**src/rtl/des_arbiter.sv**
```systemverilog
`default_nettype none
// ============================================================================
// Module   : des_arbiter
// Purpose  : Round-robin arbiter/sequencer sharing one DES core between two
//            requesters, with completion timeout and per-requester response.
// Revision : 1.0
// ============================================================================
module des_arbiter #(
    parameter int TIMEOUT = 64,
    parameter int CNT_W   = 7
) (
    input  logic        clk,
    input  logic        reset,

    input  logic        req0_valid,
    output logic        req0_ready,
    input  logic        req0_mode,
    input  logic [1:64] req0_data,
    input  logic [1:64] req0_key,

    input  logic        req1_valid,
    output logic        req1_ready,
    input  logic        req1_mode,
    input  logic [1:64] req1_data,
    input  logic [1:64] req1_key,

    output logic        rsp0_valid,
    output logic [1:64] rsp0_data,
    output logic        rsp0_err,
    input  logic        rsp0_ack,

    output logic        rsp1_valid,
    output logic [1:64] rsp1_data,
    output logic        rsp1_err,
    input  logic        rsp1_ack,

    output logic        des_enable,
    output logic        des_mode,
    output logic [1:64] des_data_i,
    output logic [1:64] des_key_i,
    input  logic [1:64] des_data_o,
    input  logic        des_ready_o,

    output logic        busy,
    output logic        grant_id
);

    typedef enum logic [1:0] {
        IDLE  = 2'd0,
        ISSUE = 2'd1,
        WAIT  = 2'd2,
        RESP  = 2'd3
    } state_t;

    localparam logic [CNT_W-1:0] C_CNT_LAST = CNT_W'(TIMEOUT - 1);

    state_t           r_state;
    logic             r_last_grant;
    logic [CNT_W-1:0] r_cnt;
    logic [1:64]      r_res_data;
    logic             r_res_err;
    logic             r_rsp_valid;

    logic w_both;
    logic w_grant;
    logic w_idle;
    logic w_any;
    logic w_ack;

    // Tie goes to the requester that was not served last.
    always_comb begin
        w_both  = req0_valid & req1_valid;
        w_any   = req0_valid | req1_valid;
        w_grant = w_both ? ~r_last_grant : req1_valid;
        w_idle  = (r_state == IDLE);
        w_ack   = grant_id ? rsp1_ack : rsp0_ack;
    end

    // Ready is masked while reset is held so every output reads zero.
    assign req0_ready = reset & w_idle & req0_valid & ~w_grant;
    assign req1_ready = reset & w_idle & req1_valid &  w_grant;

    always_ff @(posedge clk or negedge reset) begin
        if (!reset) begin
            r_state      <= IDLE;
            r_last_grant <= 1'b1;
            grant_id     <= 1'b0;
            r_cnt        <= '0;
            r_res_data   <= '0;
            r_res_err    <= 1'b0;
            r_rsp_valid  <= 1'b0;
            des_enable   <= 1'b0;
            des_mode     <= 1'b0;
            des_data_i   <= '0;
            des_key_i    <= '0;
        end else begin
            des_enable <= 1'b0;
            case (r_state)
                IDLE: begin
                    if (w_any) begin
                        des_mode     <= w_grant ? req1_mode : req0_mode;
                        des_data_i   <= w_grant ? req1_data : req0_data;
                        des_key_i    <= w_grant ? req1_key  : req0_key;
                        grant_id     <= w_grant;
                        r_last_grant <= w_grant;
                        des_enable   <= 1'b1;
                        r_state      <= ISSUE;
                    end
                end
                ISSUE: begin
                    r_cnt   <= '0;
                    r_state <= WAIT;
                end
                WAIT: begin
                    r_cnt <= r_cnt + 1'b1;
                    // A done flag in the final counted cycle still wins.
                    if (des_ready_o) begin
                        r_res_data  <= des_data_o;
                        r_res_err   <= 1'b0;
                        r_rsp_valid <= 1'b1;
                        r_state     <= RESP;
                    end else if (r_cnt == C_CNT_LAST) begin
                        r_res_data  <= '0;
                        r_res_err   <= 1'b1;
                        r_rsp_valid <= 1'b1;
                        r_state     <= RESP;
                    end
                end
                RESP: begin
                    if (w_ack) begin
                        r_rsp_valid <= 1'b0;
                        r_state     <= IDLE;
                    end
                end
                default: r_state <= IDLE;
            endcase
        end
    end

    // One shared result register, steered to the owner of the job.
    assign rsp0_valid = r_rsp_valid & ~grant_id;
    assign rsp1_valid = r_rsp_valid &  grant_id;
    assign rsp0_data  = rsp0_valid ? r_res_data : '0;
    assign rsp1_data  = rsp1_valid ? r_res_data : '0;
    assign rsp0_err   = rsp0_valid & r_res_err;
    assign rsp1_err   = rsp1_valid & r_res_err;

    assign busy = ~w_idle;

endmodule
`default_nettype wire
```
**config.mk**
```make
export PLATFORM = sky130hd
export DESIGN_NAME = des_arbiter
export DESIGN_NICKNAME = d
export VERILOG_FILES = /design/src/rtl/des_arbiter.sv
export SDC_FILE = /design/constraint.sdc
export NUM_CORES = 1
export LEC_CHECK = 0
export BUFFER_PORTS_ARGS = -buffer_cell sky130_fd_sc_hd__buf_2
export CAP_MARGIN = 25
export CORE_AREA = 2 2 229 231
export DETAILED_ROUTE_END_ITERATION = 7
export DIE_AREA = 0 0 231 233
export GPL_TIMING_DRIVEN = 0
export HOLD_SLACK_MARGIN = 0.15
export PLACE_DENSITY_LB_ADDON = 0.3
export RECOVER_POWER = 100
export SKIP_CTS_REPAIR_TIMING = 1
export SYNTH_ARGS = -nofsm -noshare
export SYNTH_HDL_FRONTEND = slang
export SYNTH_SLANG_ARGS = --single-unit
```
**constraint.sdc**
```tcl
create_clock -name clk -period 1.7 [get_ports clk]
set_input_delay 0.085 -clock clk [delete_from_list [all_inputs] [get_ports clk]]
set_output_delay 0.085 -clock clk [all_outputs]
set_load 0.02 [all_outputs]
```
* After elaboration in Yosys (flattened, before gate mapping)
Index checks and enable logic that the tools add are counted.
Cells by class: $add $sub $neg 1, eq/ne operators 7, multiplexer cells 22, bitwise gates (word level) 15, reductions and logical operators 8
Operators with widths (count):
- 64-bit 2-to-1 mux | 6
- 7-bit one-hot mux with 2 select lines | 1
- 1-bit bitwise AND | 10
- 1-bit 2-to-1 mux | 9
- 2-bit 2-to-1 mux | 4
- 2-bit one-hot mux with 4 select lines | 1
- 7-bit by 1-bit adder with 7-bit output, second input constant | 1
- 7-bit by 6-bit == test with 1-bit output, second input constant | 1
- 3-bit AND reduction | 2
- 2-bit nonzero test | 3
- 2-bit == test, second input constant | 2
- 1-bit NOT | 4
- 2-bit AND reduction | 2
- 3-bit inequality test, second input constant | 1
- 2-bit by 1-bit == test with 1-bit output, second input constant | 1
- 2-bit zero test | 1
- 2-bit by 1-bit inequality test with 1-bit output, second input constant | 1
- 2-bit inequality test, second input constant | 1
- 1-bit one-hot mux with 2 select lines | 1
- 1-bit OR | 1
Storage, ports and cells: register bits after elaboration 207, output and inout bits 266, logic and storage cells 64

* Depth between registers and ports, before layout
depth after elaboration 4, depth in mapped cells 9, mapped depth without buffers 6

* Worst setup path before layout
OpenSTA, ideal clock, no wires.
kind register to register, start register r_state[0], end register r_res_data[11] (netlist name), library setup time 66 ps, arrival 1533 ps, path slack 100 ps, cell stages (with the launch flop) 8, clock period less this slack 1600 ps, path through dfrtp_1 inv_1 ha_1 buf_2 and2_1 buf_2 buf_1 a22o_1
On the way: longest elaborated chain between the ends 2
Ends and longest elaborated chain:
- start: declaration | RTL line 57 | state_t r_state;
- start signal: assignment | RTL line 85 | r_state <= IDLE;
- start signal: assignment | RTL line 107 | r_state <= ISSUE;
- start signal: assignment | RTL line 112 | r_state <= WAIT;
- 2-bit == test | RTL line 98 | case (r_state)
- 2-bit AND reduction (no line)
- end signal: assignment | RTL line 118 | r_res_data <= des_data_o;
- end: declaration | RTL line 60 | logic [1:64] r_res_data;
No other way between the ends. A chain may end at the register's enable or synchronous reset.

* Worst setup path after layout
start register grant_id, end output rsp1_data[31] (netlist name)
On the way: longest elaborated chain between the ends 2
Ends and longest elaborated chain:
- start: declaration | RTL line 45 | output logic grant_id
- start signal: assignment | RTL line 104 | grant_id <= w_grant;
- 1-bit bitwise AND | RTL line 142 | assign rsp1_valid = r_rsp_valid & grant_id;
- 64-bit 2-to-1 mux | RTL line 144 | assign rsp1_data = rsp1_valid ? r_res_data : '0;
- end: declaration | RTL line 33 | output logic [1:64] rsp1_data,
No other way between the ends.

==> results.sh <==
export IMPL_dp_cells=2208
export IMPL_cts_tree="done"
export IMPL_maxSlewViolCount=0
export IMPL_antenna_found_initial=1
export IMPL_setup_viol=142
export IMPL_htreeDepth=1
export IMPL_synthDominantCellAreaShare=0.523
export IMPL_layout_min_cycle_time_ns=1.93
export IMPL_clk_pin_slew_ns=0.06
export IMPL_portBuffers=594
export IMPL_ant_nets=0
export IMPL_required_ns=1.62
export IMPL_rr_worst_depth=7
export IMPL_grt_max_degree=110
export IMPL_coreArea_um2=51100
export IMPL_die_area_um2=53800
export IMPL_wirelength_mm=49.5
export IMPL_fmax_mhz=519
export IMPL_p_comb_frac=0.538
export IMPL_period_share=1.13
export IMPL_ys_seq_area_frac=0.526
export IMPL_wl_per_cell_um=18.9
export IMPL_synth_seq_cells=207
export IMPL_syn_to_final_growth_pct=99.8
export IMPL_synth_most_common_cell="dfrtp_1"
export IMPL_vias=11500
export IMPL_fin_hold_ws_ns=-0.449
export IMPL_dr_pass1_iters=4
export IMPL_globalplace_congestion=0.914
export IMPL_drive_gt1_frac=0.465
export IMPL_seq_power_share=0.274
export IMPL_syn_nets=1267
export IMPL_max_cap_violations=0
export IMPL_grt_overflow=0
export IMPL_p_clk_frac=0.187
export IMPL_worstSetupEndpointType="output port"
export IMPL_violations="negative hold slack, negative setup slack"
export IMPL_yosys_area_top_type="dfrtp_1"
export IMPL_clockBufferDepth=3
export IMPL_synth_edf_count=0
export IMPL_finalHoldViolations=97
export IMPL_cts_made_buffers=26
export IMPL_postSynthCellCount=933
export IMPL_drc=0
export IMPL_status="finished, violations left"
export IMPL_stdcell_count=2621
export IMPL_first_iter_violations=470
export IMPL_p_leak_uw=0.0100
export IMPL_vdd_drop_max_mv=0.744
export IMPL_finalSetupTns_ns=-17.65
export IMPL_hold_path_class="input pin to asynchronous set/reset pin"
export IMPL_pin_count=595
export IMPL_grt_pass1_wl_mm=58.6
export IMPL_synthTopCellsByCount="dfrtp_1, nand2_1, mux2i_1"
export IMPL_sw_frac_of_total=0.421
export IMPL_clock_sink_count=207
export IMPL_synth_cell_type_count=32
export IMPL_rsz0062_at_grt="true"
export IMPL_grt_pass1_vias=9636
export IMPL_cp_data_arrival_time_ns=1.84
export IMPL_slew_headroom=0.433
export IMPL_die_width_um=231
export IMPL_clkLatencyLatePin_ns=0.55
export IMPL_via_per_inst=4.38
export IMPL_track_usage=0.142
export IMPL_die_h_um=233
export IMPL_worstPathMaxFanout=10
export IMPL_async_flop_share=1.00
export IMPL_postSynthAreaPerCell_um2=10.6
export IMPL_switchingPower_uw=13700
export IMPL_power_internal_uw=18800
export IMPL_synth_warnings=0
export IMPL_worst_setup_path_type="flip-flop to output port"
export IMPL_worst_pin_slew_ns=0.851
export IMPL_power_density_nw_per_um2=1650
export IMPL_synthTopCellsByArea="dfrtp_1, mux2i_1, a22o_1, nand2_1, and2_1"
export IMPL_ys_flop_type="dfrtp_1"
export IMPL_final_nets=2253
export IMPL_netlist_area_um2=9860
export IMPL_cts_root_buf="clkbuf_16"
export IMPL_initial_core_util=0.193
export IMPL_rows=83
export IMPL_final_setup_worst_slack_ns=-0.226
export IMPL_clock_skew_final_ns=0.00981
export IMPL_start_kind="flip-flop"
export IMPL_hpwl_mm=32.4
## critical path, cell delays in order, from the launching register on
cell and delay (ns):
dfrtp_2 0.43, buf_12 0.13, clkbuf_1 0.30, and3_1 0.24, buf_2 0.19
## logic make-up after synthesis
group | count (synthesis) | share of synthesized area
AOI/OAI and AO/OA | 216 | 0.139
adders and majority gates | 5 | 0.00635
buffers and inverters | 88 | 0.0491
DFF | 207 | 0.526
muxes | 133 | 0.135
and+or+nand+nor | 284 | 0.145
## layer usage
layer  global-route usage  share of wire  vias up
met5                    0              0        -
met4               0.0514          0.041        0
met3               0.0301          0.067      128
met2                0.246           0.51      546
met1                0.174           0.38     5540
li1                     -              -     5258
## power groups by stage
| stage | combinational, µW | sequential [µW] | clock (µW) |
|---|---|---|---|
| floorplan | 6320 | 10200 | 0 |
| global placement | 13200 | 8640 | 0 |
| global route | 18700 | 9140 | 6450 |
| detailed placement | 13300 | 8690 | 0 |
| finish | 17500 | 8910 | 6080 |
| CTS | 13300 | 8650 | 6260 |
## placed cells by master, fill, tap and decap left out, types with 7 or more instances in the layout
cell,instances
nand2_1,68
o21ai_0,36
buf_6,48
buf_2,541
dfrtp_1,204
buf_12,12
buf_4,51
clkbuf_8,7
nand2_4,11
o21ai_2,20
and2_4,31
buf_8,16
mux2i_2,17
o21ai_1,78
clkbuf_16,41
nor2_1,8
clkbuf_1,9
mux2i_1,112
clkbuf_2,17
nand2_2,56
and3_1,65
dlygate4sd3_1,328
a22o_1,66
and2_1,36
## final timing paths
path / endpoint / slack (ns) / start
worst max-delay path: rsp1_data[31] / -0.23 / grant_id
worst min-delay path: des_data_i[39] / -0.45 / reset
worst max register to register: r_cnt[3] / -0.06 / r_state[0]
worst min register to register: des_data_i[5] / 0.47 / des_data_i[5]
max in group asynchronous: des_key_i[33] / 1.10 / reset
min in group clk: r_res_data[15] / 0.30 / des_data_o[15]
## final cells by class
cell class                      instances  area, µm²
Antenna cell                            2       5.00
Buffer                                 79        806
Clock buffer                           37        783
Clock inverter                         11        171
Fill cell                            4933      31400
Inverter                                8       30.0
Multi-Input combinational cell        638       4720
Sequential cell                       207       5180
Tap cell                              680        851
Timing Repair Buffer                  959       7140
## metrics by stage
step / hold slack, ns / setup slack (ns) / utilization / total power, µW / area [µm²]
after CTS: -0.414 / -1.26 / 0.287 / 28200 / 14700
after global routing: -0.407 / -0.302 / 0.385 / 34300 / 19700
after floorplan: -0.211 / 0.100 / - / 16500 / 9860
after detailed placement: 0.181 / -1.07 / 0.268 / 22000 / 13700
final: -0.449 / -0.226 / 0.385 / 32500 / 19700
after global placement: 0.305 / -3.24 / 0.268 / 21800 / 13700
## registers in the layout, summed over array words and instances (netlist names)
| signal | count |
|---|---|
| r_res_data | 64 |
| des_data_i | 64 |
| des_enable | 1 |
| r_cnt | 7 |
| r_last_grant | 1 |
| r_rsp_valid | 1 |
| grant_id | 1 |
| r_state | 2 |
| des_mode | 1 |
| des_key_i | 64 |
| r_res_err | 1 |
Power figures use the tool's default switching activity.
